==> src/rtl/rob_dispatch_alloc.sv <==
// rob_dispatch_alloc: ROB write-side allocator. Assigns circular ROB indices
// to up to DISPATCH_WIDTH in-order dispatch slots, steers them to the banks
// (bank = idx mod DISPATCH_WIDTH), tracks occupancy and handles flush.
// Ports: clk/rst (sync, active-high); disp_valid/disp_dst_reg in;
// disp_ready/disp_rob_idx out (comb); retire_cnt/flush in;
// bank_w_en/bank_w_data out (registered); tail_ptr/rob_count/rob_empty/
// rob_full/alloc_err status out.
// Option: define ROB_ALLOC_PARTIAL_EN to admit groups smaller than
// DISPATCH_WIDTH when fewer than DISPATCH_WIDTH entries are free.
module rob_dispatch_alloc #(
    parameter int NUM_ROB_ENTS   = 64,
    parameter int DISPATCH_WIDTH = 4,
    parameter int DST_REG_BITS   = 5
) (
    input  logic clk,
    input  logic rst,
    input  logic [DISPATCH_WIDTH-1:0] disp_valid,
    input  logic [DISPATCH_WIDTH*DST_REG_BITS-1:0] disp_dst_reg,
    output logic disp_ready,
    output logic [DISPATCH_WIDTH*$clog2(NUM_ROB_ENTS)-1:0] disp_rob_idx,
    input  logic [$clog2(DISPATCH_WIDTH):0] retire_cnt,
    input  logic flush,
    output logic [DISPATCH_WIDTH-1:0] bank_w_en,
    output logic [DISPATCH_WIDTH*DST_REG_BITS-1:0] bank_w_data,
    output logic [$clog2(NUM_ROB_ENTS)-1:0] tail_ptr,
    output logic [$clog2(NUM_ROB_ENTS):0] rob_count,
    output logic rob_empty,
    output logic rob_full,
    output logic alloc_err
);
    localparam int IW = $clog2(NUM_ROB_ENTS);
    localparam int CW = IW + 1;
    localparam int SW = CW + 1;
    localparam int RW = $clog2(DISPATCH_WIDTH) + 1;
    localparam int BW = $clog2(DISPATCH_WIDTH);
    localparam int DB = DST_REG_BITS;
    localparam int DW = DISPATCH_WIDTH;

    logic [IW-1:0] tail_q, tail_d;
    logic [IW-1:0] head_q, head_d;
    logic [CW-1:0] count_q, count_d;
    logic err_q, err_d;
    logic [DW-1:0] wen_q, wen_d;
    logic [DW*DB-1:0] wdata_q, wdata_d;

    logic [RW-1:0] n_disp;
    logic run;
    logic [CW-1:0] free;
    logic accept;
    logic [BW-1:0] bank;
    logic [SW-1:0] sum;
    logic underflow;

    // Count of leading contiguous valid slots; later slots are ignored.
    always_comb begin
        n_disp = '0;
        run = 1'b1;
        for (int k = 0; k < DW; k++) begin
            if (run && disp_valid[k]) begin
                n_disp = n_disp + RW'(1);
            end else begin
                run = 1'b0;
            end
        end
    end

    assign free = CW'(NUM_ROB_ENTS) - count_q;

`ifdef ROB_ALLOC_PARTIAL_EN
    assign disp_ready = ~flush & (free >= CW'(n_disp));
`else
    assign disp_ready = ~flush & (free >= CW'(DW));
`endif

    assign accept = disp_ready & (n_disp != '0);

    always_comb begin
        for (int k = 0; k < DW; k++) begin
            disp_rob_idx[k*IW +: IW] = tail_q + IW'(k);
        end
    end

    // Slot k lands in bank (tail+k) mod DW; the group never splits.
    always_comb begin
        wen_d = '0;
        wdata_d = '0;
        bank = '0;
        if (accept) begin
            for (int k = 0; k < DW; k++) begin
                if (RW'(k) < n_disp) begin
                    bank = tail_q[BW-1:0] + BW'(k);
                    wen_d[bank] = 1'b1;
                    wdata_d[bank*DB +: DB] = disp_dst_reg[k*DB +: DB];
                end
            end
        end
    end

    // Occupancy: dispatch and retire both apply; underflow saturates at 0.
    always_comb begin
        sum = SW'(count_q) + (accept ? SW'(n_disp) : SW'(0));
        underflow = SW'(retire_cnt) > sum;
        head_d = head_q + IW'(retire_cnt);
        err_d = err_q | underflow;
        count_d = underflow ? '0 : CW'(sum - SW'(retire_cnt));
        tail_d = tail_q;
        if (flush) begin
            count_d = '0;
            tail_d = head_d;
        end else if (accept) begin
            tail_d = tail_q + IW'(n_disp);
        end
    end

    always_ff @(posedge clk) begin
        if (rst) begin
            tail_q  <= '0;
            head_q  <= '0;
            count_q <= '0;
            err_q   <= 1'b0;
            wen_q   <= '0;
            wdata_q <= '0;
        end else begin
            tail_q  <= tail_d;
            head_q  <= head_d;
            count_q <= count_d;
            err_q   <= err_d;
            wen_q   <= wen_d;
            wdata_q <= wdata_d;
        end
    end

    assign bank_w_en   = wen_q;
    assign bank_w_data = wdata_q;
    assign tail_ptr    = tail_q;
    assign rob_count   = count_q;
    assign rob_empty   = (count_q == '0);
    assign rob_full    = (count_q == CW'(NUM_ROB_ENTS));
    assign alloc_err   = err_q;

endmodule
==> config.mk <==
export PLATFORM = sky130hd
export DESIGN_NAME = rob_dispatch_alloc
export DESIGN_NICKNAME = d
export VERILOG_FILES = /design/src/rtl/rob_dispatch_alloc.sv
export SDC_FILE = /design/constraint.sdc
export NUM_CORES = 1
export LEC_CHECK = 0
export CORE_MARGIN = 3
export CORE_UTILIZATION = 50
export DETAILED_ROUTE_END_ITERATION = 10
export PLACE_DENSITY = 0.82
export SLEW_MARGIN = 5
export SYNTH_ARGS = -nofsm -noshare
export SYNTH_HDL_FRONTEND = slang
export SYNTH_SLANG_ARGS = --single-unit
==> constraint.sdc <==
create_clock -name clk -period 6.5 [get_ports clk]
set_input_delay 1.625 -clock clk [delete_from_list [all_inputs] [get_ports clk]]
set_output_delay 1.625 -clock clk [all_outputs]
set_load 0.01 [all_outputs]
=== Yosys cells after proc, flatten, opt, wreduce, memory -nomap -nowiden ===
Index checks and enable logic that the tools add are counted.

* Bits in registers: 44
* Latch bits: 0
* Bits in writable memories: 0
* Memory bits (read-only): 0
* Bits of input ports: 30
* Logic and storage cells: 107
* Memories kept: 0

* Add/sub/neg operators: 18
* $mul: 4
* Divide/modulo/power cells: 0
* Magnitude comparators: 14
* Equal/unequal tests: 1
* Shift operators: 8
* Muxes and demuxes: 35
* Bitwise gates (word level): 9
* Reductions and logical operators: 12

{| class="wikitable"
|+ Operator list
! cell !! number
|-
| 20-bit two-way mux || 7
|-
| 5-bit negator with 34-bit output || 4
|-
| 5-bit by 34-bit variable shift with 20-bit output, first input constant || 4
|-
| 5-bit by 34-bit indexed part select with 20-bit output || 4
|-
| 20-bit bitwise mux || 3
|-
| 4-bit two-way mux || 7
|-
| 20-bit AND || 1
|-
| 2-bit by 3-bit multiplier with 5-bit output, second input constant || 4
|-
| 6-bit by 2-bit adder with 6-bit output, second input constant || 2
|-
| 6-bit by 3-bit adder with 6-bit output || 2
|-
| 2-bit by 3-bit < comparator with 1-bit output, second input constant || 4
|-
| 6-bit two-way mux || 2
|-
| 4-bit OR || 3
|-
| 3-bit two-way mux || 3
|-
| 7-bit by 3-bit adder with 8-bit output || 1
|-
| 1-bit demux with 2-bit select || 4
|-
| 2-bit by 1-bit greater-or-equal comparator with 1-bit output, second input constant || 4
|-
| 3-bit by 8-bit greater-than comparator with 1-bit output || 1
|-
| 1-bit two-way mux || 8
|-
| 7-bit == test, second input constant || 1
|-
| 7-bit by 3-bit greater-or-equal comparator with 1-bit output, second input constant || 1
|-
| 1-bit logical AND || 7
|-
| 7-bit zero test || 1
|-
| 7-bit by 3-bit subtractor with 7-bit output || 1
|-
| other kinds (16) || 22
|}

=== Longest topological paths before layout ===
Gate-level depths: netlist of the first run.

* Word-level depth: 18
* Depth in mapped cells: 18
* Mapped depth without buffers: 15

=== Worst setup path before layout of the first run ===
OpenSTA, ideal clock, no wires.

* Path kind: in2reg
* Start: input disp_valid[1]
* End: register count_q[5], in the netlist rob_count[5]
* Arrival time: 4,949 ps
* Required time: 6,420 ps
* Slack: 1,471 ps
* Stages on the path: 18
* Path buffers: 3
* Cell sequence: buf_4 > nand2_1 > inv_1 > buf_4 > ha_1 > nor4bb_1 > buf_6 > a21boi_2 > nand3_1 > nor3_1 > ha_1 > xor2_1 > ha_1 > nor2_1 > a21oi_1 > or4_1 > nand3_1 > nor3b_1

* Cells in the longest elaborated chain, start to end: 12
* Elaborated cells between the ends (all ways): 17

{| class="wikitable"
|+ Ends and longest elaborated chain
! item !! line !! source
|-
| start, declared || 17 || <nowiki>input logic [DISPATCH_WIDTH-1:0] disp_valid,</nowiki>
|-
| 1-bit logical AND (*) || 59 || <nowiki>if (run && disp_valid[k]) begin</nowiki>
|-
| 2-bit two-way mux or 1-bit two-way mux (tied branches) || 59 ||
|-
| 3-bit by 1-bit adder with 3-bit output or 1-bit logical AND (tied branches) || 60, 59 ||
|-
| 3-bit two-way mux or 1-bit two-way mux (tied branches) || 59 ||
|-
| 3-bit by 1-bit adder with 3-bit output or 1-bit logical AND (tied branches) || 60, 59 ||
|-
| 3-bit two-way mux (*) || 59 ||
|-
| 3-bit nonzero test || 75 || <nowiki>assign accept = disp_ready & (n_disp != '0);</nowiki>
|-
| 1-bit AND || 75 ||
|-
| 3-bit two-way mux (*) || 101 || <nowiki>sum = SW'(count_q) + (accept ? SW'(n_disp) : SW'(0));</nowiki>
|-
| 7-bit by 3-bit adder with 8-bit output (*) || 101 ||
|-
| 3-bit by 8-bit greater-than comparator with 1-bit output || 102 || <nowiki>underflow = SW'(retire_cnt) > sum;</nowiki>
|-
| 3-bit OR reduction (no line) || -- ||
|-
| end signal, assigned || 126 || <nowiki>count_q <= count_d;</nowiki>
|-
| end, declared || 41 || <nowiki>logic [CW-1:0] count_q, count_d;</nowiki>
|}

Mark *: on every way between the ends. The rest lies on a longest branch, timed or not.
A chain may end at the register's enable or synchronous reset.

=== Worst setup path after layout of the first run ===
* Start: input disp_valid[0]
* End: register count_q[5], in the netlist rob_count[5]

* Cells in the longest elaborated chain, start to end: 13
* Elaborated cells between the ends (all ways): 20

{| class="wikitable"
|+ Ends and longest elaborated chain
! item !! line
|-
| 1-bit two-way mux || 59
|-
| 1-bit by 1-bit adder with 2-bit output or 1-bit logical AND (tied branches) || 60, 59
|-
| 2-bit two-way mux or 1-bit two-way mux (tied branches) || 59
|-
| 3-bit by 1-bit adder with 3-bit output or 1-bit logical AND (tied branches) || 60, 59
|-
| 3-bit two-way mux or 1-bit two-way mux (tied branches) || 59
|-
| 3-bit by 1-bit adder with 3-bit output or 1-bit logical AND (tied branches) || 60, 59
|-
| 3-bit two-way mux (*) || 59
|-
| 3-bit nonzero test || 75
|-
| 1-bit AND || 75
|-
| 3-bit two-way mux (*) || 101
|-
| 7-bit by 3-bit adder with 8-bit output (*) || 101
|-
| 3-bit by 8-bit greater-than comparator with 1-bit output || 102
|-
| 3-bit OR reduction (no line) || --
|}

Marked as above.

==> results.toml, run 1 <==
[clock_network]
clk-insertion-delay-late_ps = 310
cts_max_path_buffers = 2
cts_tree = "yes"
cts_buffers = 5
cts.reportedPaths.clkPinSlew_ps = 90
cts_resized = 0
clockRootBuffer = "clkbuf_8"
cts_max_level = 2
clock_sinks = 44
post-cts-setup-buffer-count = 0
ctsHoldBuffers = 0

[drt]
drc = 0
first_pass_iters = 6
wl_um = 11400
vias = 3853
drt-initial-drc-count = 343
wl_per_cell_um = 18.6
vias_per_cell = 6.29
postRouteAntennaNets = 0

[timing]
setup_viol = 0
min_period_ps = 5780
slew_headroom = 0.324
holdWs_ps = 499
fmax_mhz = 173
rsz0062_at_grt = "no"
slew_violations = 0
worstMarginPinSlew_ps = 1000
finalCritPeriodShare = 0.890
tns_ps = 0
skew_ps = 12.4
final-hold-violation-count = 0

[synthesis]
synthAdderAreaFrac = 0.112
synth_edf_count = 0
syn_area_per_cell_sq_um = 8.12
yosysSeqAreaShare = 0.244
synth_xor_area_frac = 0.0509
synth_top_family_by_area = "compound AO/OA/AOI/OAI gates"
synth-main-ff-cell = "dfxtp_1"
synth-simple-area-share = 0.260
async_flop_share = 0
synth-compound-area-share = 0.261
yosysUniqueCellTypes = 63
synth-warning-count = 0
syn-num-nets = 505
synthCells = 445
netlist_area_sq_um = 3610
synth-seq-cells = 44
synthMuxAreaShare = 0

[critical_path]
crit_fanout = 16
r2r-start = "rob_count[4]"
critPathKind = "input pin to flop"
worstPathRequired_ps = 6730
r2r_cells = 13
rrSetupSlack_ps = 2340
critPathLaunchType = "input pin"
endpoint_kind = "flop"
worst_r2r_endpoint = "rob_count[5]"
crit_arrival_ps = 6020

[cells_and_area]
final_nets = 576
fin_cells = 613
layout-drive-gt1-share = 0.0503
area_delta_synth_final_pct = 28.4
layout_common_cells = "clkdlybuf4s50_1, dfxtp_1, nor2_1, nand3_1, a21oi_1"
post-route-util = 0.672
layout.cells.most_common = "clkdlybuf4s50_1"
fill_cells = 589
n_antenna_cell = 0

[power]
vdd_ir_drop_max_uv = 109
powerDensity_nw_per_um2 = 206
leakage_nw = 1.83
total_power_mw = 0.956

[grt]
track_usage = 0.268
antenna_found_initial = 0
grt_pass1_wl_um = 18100
grt_max_degree = 20
grt_overflow_total = 0
grt_pass1_vias = 3586

[die]
start_util = 0.523
die_w_um = 91.0
die-area_sq_um = 8280
fp-row-count = 30
pin_count = 95
dieHeight_um = 91.0
core_sq_um = 6910

[min_path]
min_from = "alloc_err"
hold_path_class = "flop to flop"
holdPathStages = 2
hold_end = "alloc_err"

[flow_run]
cap_violations = 0

[place]
io_buffers = 94
place_congestion = 0.980
placedCellCount = 605
hpwl_um = 8670

[status]
outcome = "finished, final reports clean"
## worst max-delay path, stage by stage
cell,delay [ps]
clkdlybuf4s50_1,730
nand2_1,190
inv_1,380
ha_1,340
nor4bb_2,360
a21boi_2,140
nand3_1,270
nor3_1,110
ha_1,340
xor2_1,220
ha_1,320
nor2_1,170
a21oi_1,100
or4_1,440
nand3_1,100
nor3b_1,170
## worst max-delay path by stage
| stage | startpoint | cells after the start | slack [ps] | end |
|---|---|---|---|---|
| after floorplan | disp_valid[1] | 18 | 1470 | rob_count[5] |
| after global placement | disp_valid[1] | 15 | 740 | rob_count[6] |
| after detailed placement | disp_valid[1] | 16 | 560 | rob_count[5] |
| after CTS | disp_valid[0] | 16 | 820 | rob_count[5] |
| after global routing | disp_valid[0] | 16 | 400 | rob_count[5] |
| final | disp_valid[0] | 16 | 720 | rob_count[5] |
## report_power, final
group	leakage (nW)	total [mW]	switching, mW	internal (mW)
combinational	1.41	0.395	0.211	0.184
clock	0.0645	0.233	0.0972	0.136
sequential	0.358	0.329	0.0387	0.290
## state kept, by name, summed over array words and instances, names as in the netlist
| signal | flops |
|---|---|
| alloc_err | 1 |
| head_q | 6 |
| rob_count | 7 |
| tail_ptr | 6 |
| bank_w_en | 4 |
| bank_w_data | 20 |
## metrics by stage
stage	worst slack (ps)	cell area, sq um
6_report	716	4640
5_1_grt	399	4640
4_1_cts	824	4640
3_5_place_dp	557	4510
3_3_place_gp	741	4510
2_1_floorplan	1470	3610
## cell usage after synthesis (2+ instances only)
| cell | instances | share of area |
|---|---|---|
| nor3_1 | 16 | 0.022 |
| fa_1 | 4 | 0.022 |
| or2_2 | 4 | 0.0069 |
| ha_1 | 26 | 0.090 |
| or4_1 | 4 | 0.0083 |
| o21a_1 | 2 | 0.0042 |
| o22a_1 | 2 | 0.0049 |
| nor4_2 | 2 | 0.0069 |
| nand4_1 | 18 | 0.031 |
| nor2b_1 | 5 | 0.0087 |
| nand2_1 | 26 | 0.027 |
| buf_2 | 8 | 0.011 |
| a21bo_2 | 2 | 0.0055 |
| dfxtp_1 | 44 | 0.24 |
| o21ai_0 | 15 | 0.021 |
| buf_4 | 11 | 0.023 |
| a31oi_1 | 11 | 0.019 |
| xor2_1 | 10 | 0.024 |
| and3_1 | 5 | 0.0087 |
| nor3b_1 | 5 | 0.010 |
| a21o_1 | 26 | 0.054 |
| a21oi_1 | 27 | 0.037 |
| nor4_1 | 5 | 0.0087 |
| a41oi_1 | 3 | 0.0073 |
| inv_1 | 21 | 0.022 |
| nor4bb_1 | 2 | 0.0055 |
| o221ai_1 | 3 | 0.0073 |
| a32o_1 | 4 | 0.011 |
| a2111oi_0 | 9 | 0.022 |
| xnor2_1 | 11 | 0.027 |
| clkbuf_1 | 11 | 0.011 |
| o2111ai_1 | 2 | 0.0049 |
| a311oi_1 | 2 | 0.0049 |
| nand3_1 | 27 | 0.037 |
| a22o_1 | 2 | 0.0049 |
| and2_1 | 6 | 0.010 |
| nor2_1 | 27 | 0.028 |
| nand2b_1 | 5 | 0.0087 |
| a211o_1 | 3 | 0.0073 |
| o2bb2ai_1 | 5 | 0.012 |
| or3_1 | 2 | 0.0035 |
## layout make-up
class	count	area, sq um	area share
multi-input cells	348	2480	0.535
repair buffers	95	948	0.204
flip-flops and latches	44	881	0.190
well taps	96	120	0.0259
clock buffers	7	96.3	0.0208
inverters	22	82.6	0.0178
clock inverters	1	30.0	0.00647
## kinds of logic after synthesis
logic type                 count (synthesis)
adders and majority gates                 30
DFF                                       44
AOI/OAI and AO/OA                        130
and+or+nand+nor                          167
buffers and inverters                     53
xor gates and xnor gates                  21
## routing by layer
metal,track usage,vias up,share of wire
met3,0.0530,32,0.099
li1,-,1798,-
met5,0,-,0
met1,0.384,1774,0.45
met4,0.0804,0,0.022
met2,0.405,249,0.43
No activity file was read; power rests on OpenSTA's default activity.
==> run 2: changes to the inputs <==
- RECOVER_POWER: not set -> 50
==> results.toml, run 2 (synthesized netlist as in run 1, its figures left out) <==
[die]
pin_count = 95
die_w_um = 91.0
die-area_sq_um = 8280
core_sq_um = 6910
fp-row-count = 30
dieHeight_um = 91.0
start_util = 0.523

[timing]
rsz0062_at_grt = "no"
skew_ps = 9.44
tns_ps = 0
slew_violations = 0
slew_headroom = 0.331
final-hold-violation-count = 0
setup_viol = 0
min_period_ps = 5770
finalCritPeriodShare = 0.888
worstMarginPinSlew_ps = 994
fmax_mhz = 173

[critical_path]
path_delay_family = "simple AND/OR/NAND/NOR gates"
crit_fanout = 16
endpoint_kind = "flop"
critPathLaunchType = "input pin"
worstPathRequired_ps = 6730
crit_top_cell = "ha_1"
crit_arrival_ps = 6010
cp_cell_sequence = "clkdlybuf4s50_1 -> nand2_1 -> inv_1 -> ha_1 -> nor4bb_2 -> a21boi_2 -> nand3_1 -> nor3_1 -> ha_1 -> xor2_1 -> ha_1 -> nor2_1 -> a21oi_1 -> or4_1 -> nand3_1 -> nor3b_1"
critPathBufInv = 2
critPathKind = "input pin to flop"
slowest_delay_ps = 720
cp_slowest_cell = "clkdlybuf4s50_1"

[drt]
first_pass_iters = 5
wl_um = 11400
postRouteAntennaNets = 0
wl_per_cell_um = 18.7
vias = 3857
drc = 0
vias_per_cell = 6.29
drt-initial-drc-count = 370

[clock_network]
clock_sinks = 44
cts_tree = "yes"
cts_buffers = 5
cts_max_level = 2
clk-insertion-delay-late_ps = 310
cts_max_path_buffers = 2
post-cts-setup-buffer-count = 0
cts_resized = 0
cts.reportedPaths.clkPinSlew_ps = 90
ctsHoldBuffers = 0
clockRootBuffer = "clkbuf_8"

[power]
power.internal_mw = 0.600
switching_share = 0.367
seqPwrFrac = 0.346
powerDensity_nw_per_um2 = 204
combPwrFrac = 0.407
vdd_ir_drop_max_uv = 109
leakage_nw = 1.97
power_switching_mw = 0.348
pwr-share-clk = 0.248

[cells_and_area]
layout.cells.most_common = "dlygate4sd3_1"
layout_common_cells = "dlygate4sd3_1, clkdlybuf4s50_1, dfxtp_1"
area_delta_synth_final_pct = 28.4
final_nets = 576
layout-drive-gt1-share = 0.0503
post-route-util = 0.672
largest_reg_flops = 20
n_antenna_cell = 0

[place]
place_congestion = 0.980
io_buffers = 94
hpwl_um = 8670

[grt]
grt_max_degree = 20
grt_pass1_wl_um = 18100
track_usage = 0.268
antenna_found_initial = 0
grt_overflow_total = 0
grt_pass1_vias = 3586

[flow_run]
cap_violations = 0

[status]
outcome = "finished, final reports clean"

[min_path]
hold_path_class = "flop to flop"
==> run 2: cell types whose count changed in the layout (fill, tap and decap cells not counted), sizes merged <==
cell and delta:
clkdlybuf4s50 -49, dlygate4sd3 +49
==> run 2: path summary, 6_finish.rpt <==
kind / startpoint / endpoint / slack [ps] / cells after the start
min reg2reg: alloc_err / alloc_err / 500 / 2
min: alloc_err / alloc_err / 500 / 2
max reg2reg: rob_count[4] / rob_count[5] / 2360 / 13
max: disp_valid[0] / rob_count[5] / 730 / 16
==> run 2: power groups by stage <==
stage	clock network [mW]	logic, mW	registers [mW]
6_report	0.235	0.385	0.328
3_3_place_gp	0	0.383	0.333
5_1_grt	0.249	0.417	0.333
2_1_floorplan	0	0.246	0.320
3_5_place_dp	0	0.386	0.334
4_1_cts	0.239	0.389	0.328
==> run 2: metrics by stage <==
stage	hold slack, ps	cell area, sq um	total power, mW	std cells	worst slack [ps]
2_1_floorplan	464	3610	0.566	445	1470
3_3_place_gp	475	4510	0.716	605	741
3_5_place_dp	475	4510	0.720	605	557
4_1_cts	504	4640	0.956	613	824
5_1_grt	573	4640	0.999	613	399
6_report	495	4640	0.948	613	728
==> run 2: area by class of cell <==
cell class | instances | area (sq um)
multi-input combinational | 348 | 2480
fill | 589 | 2270
timing repair buffer | 95 | 948
sequential | 44 | 881
tap | 96 | 120
clock buffer | 7 | 96.3
inverter | 22 | 82.6
clock inverter | 1 | 30.0
==> run 2: routing by layer <==
layer,global-route usage,vias to the layer above,part of all wire,routed length (um)
met4,0.0804,0,0.019,212
li1,-,1799,-,-
met3,0.0530,30,0.096,1100
met5,0,-,0,0
met1,0.384,1795,0.45,5160
met2,0.405,233,0.43,4970
==> run 2: worst min-delay path, stage by stage (launching register included) <==
cell and delay, ps:
dfxtp_1 340, a21oi_1 50, nor2_1 80
==> run 3: changes to the inputs <==
- CTS_CLUSTER_DIAMETER: not set -> 150
==> results of run 3 <==
The final DEF is identical to that of run 2; final timing and power are the same.
